File: src/rtl/regfile_wb_arbiter.sv
// Round-robin writeback arbiter: two requester FIFOs share one registered register-file write port.
// Optional macro WB_SCOREBOARD_EN adds pend_mask, a per-register "write still in flight" view.
module regfile_wb_arbiter #(
   parameter int DATA_W     = 64,
   parameter int ADDR_W     = 5,
   parameter int FIFO_DEPTH = 2,
   parameter int ZERO_REG   = 31
) (
   input  logic              clk,
   input  logic              reset_n,
   input  logic              a_valid,
   output logic              a_ready,
   input  logic [ADDR_W-1:0] a_addr,
   input  logic [DATA_W-1:0] a_data,
   input  logic              b_valid,
   output logic              b_ready,
   input  logic [ADDR_W-1:0] b_addr,
   input  logic [DATA_W-1:0] b_data,
   output logic              we3,
   output logic [ADDR_W-1:0] wa3,
   output logic [DATA_W-1:0] wd3,
`ifdef WB_SCOREBOARD_EN
   output logic [2**ADDR_W-1:0] pend_mask,
`endif
   output logic              wb_idle
);

   localparam int PTR_W = (FIFO_DEPTH > 1) ? $clog2(FIFO_DEPTH) : 1;
   localparam int CNT_W = PTR_W + 1;

   // Index 0 is requester A, index 1 is requester B.
   logic [ADDR_W-1:0] in_addr [2];
   logic [DATA_W-1:0] in_data [2];
   logic [1:0]        in_valid;
   logic [1:0]        ready;
   logic [1:0]        store;
   logic [1:0]        empty;
   logic [1:0]        grant;

   logic [ADDR_W-1:0] mem_addr [2][FIFO_DEPTH];
   logic [DATA_W-1:0] mem_data [2][FIFO_DEPTH];
   logic [PTR_W-1:0]  wr_ptr [2];
   logic [PTR_W-1:0]  rd_ptr [2];
   logic [CNT_W-1:0]  cnt [2];

   logic              rr_favor_b;
   logic              sel;
   logic [ADDR_W-1:0] head_addr;
   logic [DATA_W-1:0] head_data;

   assign in_addr[0]  = a_addr;
   assign in_addr[1]  = b_addr;
   assign in_data[0]  = a_data;
   assign in_data[1]  = b_data;
   assign in_valid    = {b_valid, a_valid};
   assign a_ready     = ready[0];
   assign b_ready     = ready[1];

   always_comb begin
      for (int r = 0; r < 2; r++) begin
         ready[r] = (cnt[r] != CNT_W'(FIFO_DEPTH));
         empty[r] = (cnt[r] == '0);
         // XZR writes complete the handshake but never enter the FIFO.
         store[r] = in_valid[r] && ready[r] && (in_addr[r] != ADDR_W'(ZERO_REG));
      end
   end

   always_comb begin
      grant = 2'b00;
      if (!empty[0] && !empty[1])
         grant = rr_favor_b ? 2'b10 : 2'b01;
      else if (!empty[0])
         grant = 2'b01;
      else if (!empty[1])
         grant = 2'b10;
   end

   assign sel       = grant[1];
   assign head_addr = mem_addr[sel][rd_ptr[sel]];
   assign head_data = mem_data[sel][rd_ptr[sel]];

   always_ff @(posedge clk or negedge reset_n) begin
      if (!reset_n) begin
         for (int r = 0; r < 2; r++) begin
            wr_ptr[r] <= '0;
            rd_ptr[r] <= '0;
            cnt[r]    <= '0;
         end
         rr_favor_b <= 1'b0;
         we3        <= 1'b0;
         wa3        <= '0;
         wd3        <= '0;
      end else begin
         for (int r = 0; r < 2; r++) begin
            if (store[r])
               wr_ptr[r] <= wr_ptr[r] + PTR_W'(1);
            if (grant[r])
               rd_ptr[r] <= rd_ptr[r] + PTR_W'(1);
            cnt[r] <= cnt[r] + CNT_W'(store[r]) - CNT_W'(grant[r]);
         end
         if (grant[0])
            rr_favor_b <= 1'b1;
         else if (grant[1])
            rr_favor_b <= 1'b0;
         we3 <= |grant;
         if (|grant) begin
            wa3 <= head_addr;
            wd3 <= head_data;
         end
      end
   end

   always_ff @(posedge clk) begin
      for (int r = 0; r < 2; r++) begin
         if (store[r]) begin
            mem_addr[r][wr_ptr[r]] <= in_addr[r];
            mem_data[r][wr_ptr[r]] <= in_data[r];
         end
      end
   end

   assign wb_idle = empty[0] && empty[1] && !we3;

`ifdef WB_SCOREBOARD_EN
   localparam int NREG = 2**ADDR_W;
   // Worst case in flight per register: both FIFOs full plus one in the output register.
   localparam int SC_W = $clog2(2*FIFO_DEPTH + 2);

   logic [SC_W-1:0] pend_cnt [NREG];
   logic [SC_W-1:0] pend_nxt [NREG];

   always_comb begin
      for (int i = 0; i < NREG; i++) begin
         pend_nxt[i] = pend_cnt[i];
         if (store[0] && (a_addr == ADDR_W'(i)))
            pend_nxt[i] = pend_nxt[i] + SC_W'(1);
         if (store[1] && (b_addr == ADDR_W'(i)))
            pend_nxt[i] = pend_nxt[i] + SC_W'(1);
         if (we3 && (wa3 == ADDR_W'(i)))
            pend_nxt[i] = pend_nxt[i] - SC_W'(1);
         pend_mask[i] = (pend_cnt[i] != '0);
      end
   end

   always_ff @(posedge clk or negedge reset_n) begin
      if (!reset_n) begin
         for (int i = 0; i < NREG; i++)
            pend_cnt[i] <= '0;
      end else begin
         for (int i = 0; i < NREG; i++)
            pend_cnt[i] <= pend_nxt[i];
      end
   end
`endif

endmodule
File: config.mk
export PLATFORM = sky130hd
export DESIGN_NAME = regfile_wb_arbiter
export DESIGN_NICKNAME = d
export VERILOG_FILES = /design/src/rtl/regfile_wb_arbiter.sv
export SDC_FILE = /design/constraint.sdc
export NUM_CORES = 1
export LEC_CHECK = 0
export ABC_AREA = 1
export BUFFER_PORTS_ARGS = -buffer_cell sky130_fd_sc_hd__buf_4
export CAP_MARGIN = 30
export CORE_ASPECT_RATIO = 1.5
export CORE_MARGIN = 2
export CORE_UTILIZATION = 57
export DETAILED_ROUTE_END_ITERATION = 10
export PLACE_DENSITY = 0.87
export SLEW_MARGIN = 20
export SYNTH_ARGS = -nofsm -noshare
export SYNTH_HDL_FRONTEND = slang
export SYNTH_SLANG_ARGS = --single-unit
File: constraint.sdc
create_clock -name clk -period 5.7 [get_ports clk]
set_input_delay 0.285 -clock clk [delete_from_list [all_inputs] [get_ports clk]]
set_output_delay 0.285 -clock clk [all_outputs]
set_load 0.05 [all_outputs]
## Word-level counts from Yosys, hierarchy flattened

Memories as Yosys holds them, arrays and structs flattened.
Index checks and enable logic that the tools add are counted.

| cells by class | value |
|---|---|
| multiplexer cells | 29 |
| $lt $le $gt $ge | 6 |
| bitwise gates (word level) | 4 |
| add/sub/neg operators | 8 |
| reductions and logical operators | 16 |
| equality and inequality tests | 4 |

Operators by type and width:

| cell | count |
|---|---|
| $mux 64 | 5 |
| $mux 128 | 2 |
| $demux 64 s1 | 2 |
| $mux 5 | 5 |
| $mux 10 | 2 |
| $demux 5 s1 | 2 |
| $ne 5x5->1 const B | 2 |
| $logic_and 1x1->1 | 9 |
| $ge 2x2->1 const B | 4 |
| $mux 2 | 4 |
| $not 1->2 | 4 |
| $mux 1 | 7 |
| $add 1x1->1 const B | 4 |
| $add 2x1->2 | 2 |
| $logic_not 2->1 | 2 |
| $lt 2x1->1 const B | 2 |
| $ne 2x2->1 const B | 2 |
| $sub 2x1->2 | 2 |
| $logic_not 1->1 | 3 |
| $reduce_bool 2->1 | 1 |
| $reduce_or 2->1 | 1 |

| word-level totals | value |
|---|---|
| register bits | 79 |
| output and inout bits | 73 |
| word-level logic and storage cells | 79 |
| input bits | 142 |
| memories | 2 |
| RAM bits | 276 |

Memory list:

| name | words | bits a word | read ports | clocked after memory_dff | wr ports | line | text |
|---|---|---|---|---|---|---|---|
| mem_data | 2 | 128 | 1 | 0 | 2 | 41 | `logic [DATA_W-1:0] mem_data [2][FIFO_DEPTH];` |
| mem_addr | 2 | 10 | 1 | 0 | 2 | 40 | `logic [ADDR_W-1:0] mem_addr [2][FIFO_DEPTH];` |

## Logic depth before layout (Yosys ltp)

| depth | value |
|---|---|
| word-level depth | 12 |
| mapped depth | 11 |
| mapped depth without buffers | 9 |

## Worst setup path after synthesis

No wires, ideal clock.

| timing path | value |
|---|---|
| kind | flip-flop to flip-flop |
| start point | register cnt[3] (netlist name) |
| end point | memory mem_addr[0][0] (netlist name), enable pin |
| path buffers | 0 |
| clock period less this slack | 4.456 ns |
| setup time | 0.498 ns |
| path slack | 1.244 ns |
| arrival | 3.957 ns |
| data required time | 5.202 ns |
| cell stages (with the launch flop) | 6 |
| cell sequence | dfrtp_1 -> inv_1 -> nor2_1 -> inv_1 -> nand3_1 -> nor2_1 |

RTL lines:

| what | line | text |
|---|---|---|
| from (decl) | 44 | `logic [CNT_W-1:0] cnt [2];` |
| from (signal, indexed assignment) | 99 | `cnt[r] <= cnt[r] + CNT_W'(store[r]) - CNT_W'(grant[r]);` |
| to (decl) | 40 |  |

## Final worst setup path

| timing path | value |
|---|---|
| start point | register cnt[0] (netlist name) |
| end point | register wd3[56] |

| on the way | value |
|---|---|
| longest elaborated chain between the ends | 12 |
| elaborated cells on any way between the ends | 16 |
| those cells by class | mux (9); bitwise (2); reduce/logical (4); memory (1) |

Ends and longest elaborated chain:

| what | line | text |
|---|---|---|
| $logic_not 2->1 * | 62 | `empty[r] = (cnt[r] == '0);` |
| $mux 2 / $logic_not 1->1 (equally long branches) | - |  |
| $mux 2 / $logic_and 1x1->1 (equally long branches) | 72, 70 |  |
| $mux 2 * | 70 | `if (!empty[0] && !empty[1])` |
| $not 1->2 (not written as such) | 80 | `assign head_data = mem_data[sel][rd_ptr[sel]];` |
| $mux 1 (not written as such) (3 in series) | 80 |  |
| $not 1->2 (not written as such) | 80 |  |
| $mux 64 (not written as such) (3 in series) | 80 |  |
| to (signal assigned) | 108 | `wd3 <= head_data;` |
| to (decl) | 21 | `output logic [DATA_W-1:0] wd3,` |

Every way passes the cells marked *; elsewhere a longest branch is shown, timed or not. The select of a mux whose other input is x is not followed.
A chain may end at the register's enable or synchronous reset.

==> results.sh <==
export IMPL_first_global_vias=11958
export IMPL_finalSetupViolations=0
export IMPL_synth_fp_nets=1524
export IMPL_cts_repair_resized=0
export IMPL_ys_types=21
export IMPL_power_mw=11.6
export IMPL_cts_htree_levels=1
export IMPL_seq_area_frac_synth=0.700
export IMPL_fin_worst_skew_ns=0.0187
export IMPL_cts_sinks=355
export IMPL_coreArea_um2=25200
export IMPL_final_cell_area_um2=19000
export IMPL_wirelength_um=39900
export IMPL_max_freq_mhz=279
export IMPL_io_pins=215
export IMPL_first_pass_iters=5
export IMPL_fillers=1494
export IMPL_row_count=71
export IMPL_drt_first_iter_violations=981
export IMPL_clock_latency_ns=0.57
export IMPL_worstHoldPathType="primary input to async pin"
export IMPL_regArea_um2=10300
export IMPL_clk_pin_slew_ns=0.07
export IMPL_yosysWarningCount=0
export IMPL_worst_pin_slew_ns=0.978
export IMPL_place_area_um2=16600
export IMPL_final_cell_mix="nand2_1, edfxtp_1, buf_4, inv_1, nand3_1"
export IMPL_cts_tree="built"
export IMPL_hold_viol_final=0
export IMPL_max_stage_delay_ns=0.67
export IMPL_drv_cap=0
export IMPL_setup_tns_ns=0
export IMPL_viasPerCell=5.52
export IMPL_period_needed_ns=3.58
export IMPL_required_ns=6.14
export IMPL_fin_cells=2063
export IMPL_grt_max_degree=86
export IMPL_avgRoutedWirePerCell_um=19.3
export IMPL_syn_cell_area_um2=14700
export IMPL_ir_drop_v=0.000548
export IMPL_overflow=0
export IMPL_placed_cells=1863
export IMPL_avgSynthCellArea_um2=10.6
export IMPL_critPathMaxFanout=71
export IMPL_portBuffers=214
export IMPL_power_per_cell_area_nw_per_um2=611
export IMPL_rsz0062_at_grt="no"
export IMPL_ys_ff_latch=355
export IMPL_arrival_ns=4.03
export IMPL_drive_gt1_frac=0.171
export IMPL_die_area_um2=27100
export IMPL_hpwl_um=20700
export IMPL_p_leak_nw=8.64
export IMPL_cts_buffers=31
export IMPL_globalRouteTotalUtil=0.295
export IMPL_cp_end_kind="flop"
export IMPL_area_growth_pct=29.9
export IMPL_timing_hold_ws_ns=0.236
export IMPL_fin_crit_sh=0.629
export IMPL_vias=11386
export IMPL_clockBufferDepth=3
export IMPL_die_x_um=135
export IMPL_drc_errors=0
export IMPL_initial_core_util=0.581
export IMPL_crit_family="simple AND/OR/NAND/NOR gates"
export IMPL_die_y_um=200
export IMPL_antenna_found_initial=2
export IMPL_worstPathCellList="inv_1 > nand2_4 > nand2_4 > nand2_1 > nand2_4 > inv_2 > buf_4 > nand2_1 > nand3_1 > nand2_1"
export IMPL_critPathSlowestCell="inv_2"
export IMPL_final_nets=1854
export IMPL_gp_congestion=0.829
export IMPL_outcome="complete, no violations"
export IMPL_path_class="flop to flop"
export IMPL_maxSlewViolCount=0
export IMPL_mostFrequentLayoutCell="nand2_1"
export IMPL_cts_root_buf="clkbuf_16"
export IMPL_crit_buf_inv=3
export IMPL_cp_start_kind="flop"
export IMPL_grt_pass1_wl_um=61500
export IMPL_drtAntennaViolNets=0
export IMPL_multi_input_comb_area_um2=3560
export IMPL_syn_inst=1379
export IMPL_relSlewSlack=0.348
sequential cells by signal, summed over array words and instances (netlist names):
register    count
mem_data      256
wd3            64
rd_ptr          2
wa3             5
rr_favor_b      1
mem_addr       20
we3             1
wr_ptr          2
cnt             4
layer usage:
layer / global-route usage / vias to the layer above / share of wire
li1: - / 5115 / -
met1: 0.338 / 5395 / 0.35
met2: 0.505 / 674 / 0.51
met3: 0.0434 / 202 / 0.073
met4: 0.203 / 0 / 0.070
met5: 0 / - / 0
cell families (layout without fill, tap and decap cells):
group | count (synthesis) | count (layout) | share of synthesized area
adder cells (fa/ha/maj) | 3 | 3 | 0.00256
AND/OR/NAND/NOR | 786 | 786 | 0.232
buffers and inverters | 227 | 581 | 0.0613
AO/OA/AOI/OAI | 4 | 4 | 0.00162
other | 0 | 2 | 0
XOR/XNOR | 4 | 4 | 0.00239
flip-flops | 355 | 355 | 0.700
synthesized netlist by cell type:
master	n	area, µm²
xnor2_1	2	17.5
buf_4	3	22.5
nand3b_1	71	533
nand4_1	1	6.26
dfrtp_1	79	1980
a21oi_1	1	5.00
clkbuf_1	27	101
nand2_1	559	2100
edfxtp_1	276	8290
buf_1	14	52.6
xor2_1	2	17.5
buf_2	29	145
ha_1	3	37.5
inv_2	3	11.3
nor2_1	11	41.3
o21ai_0	2	10.0
nand2_2	2	12.5
inv_1	151	567
o21ai_2	1	8.76
nand3_1	141	706
nor3_2	1	10.0
timing repair:
item                      4_1_cts  5_1_grt
hold buffers                  139        0
hold endpoints to repair      308        0
setup buffers                   0        0
worst register-to-register path, cell delays in order (launching register included):
cell and delay, ns:
dfrtp_1 0.34, inv_1 0.08, nand2_4 0.59, nand2_4 0.61, nand2_1 0.28, nand2_4 0.06
inv_2 0.67, buf_4 0.49, nand2_1 0.17, nand3_1 0.11, nand2_1 0.08
metrics by stage:
step | util | worst slack (ns)
after floorplan | - | 1.24
after global placement | 0.655 | 2.39
after detailed placement | 0.657 | 2.25
after CTS | 0.753 | 2.16
after global routing | 0.755 | 1.91
final | 0.755 | 2.12
area by class of cell:
class	count	share of cell area
diodes	2	0.000263
clock buffers	41	0.0464
clock inverters	16	0.00834
inverters	154	0.0303
multi-input cells	797	0.187
flip-flops and latches	355	0.539
well taps	328	0.0215
repair buffers	370	0.167
path summary, 6_finish.rpt:
kind	endpoint	slack, ns	depth (start not counted)	from
max	wd3[56]$_DFFE_PN0P_	2.12	10	cnt[0]$_DFF_PN0_
min	wd3[0]$_DFFE_PN0P_	0.24	2	reset_n
max in group asynchronous	wd3[50]$_DFFE_PN0P_	4.81	3	reset_n
max reg2reg	wd3[56]$_DFFE_PN0P_	2.12	10	cnt[0]$_DFF_PN0_
min reg2reg	rd_ptr[1]$_DFFE_PN0P_	0.47	1	rd_ptr[1]$_DFFE_PN0P_
min in group clk	wr_ptr[0]$_DFFE_PN0N_	0.35	4	b_valid
report_power, final:
part | total (mW) | switching, mW | internal (mW)
clock | 2.14 | 0.949 | 1.19
combinational | 5.52 | 3.98 | 1.54
sequential | 3.98 | 0.334 | 3.65
total | 11.6 | 5.26 | 6.38
No activity file was read; power rests on OpenSTA's default activity.
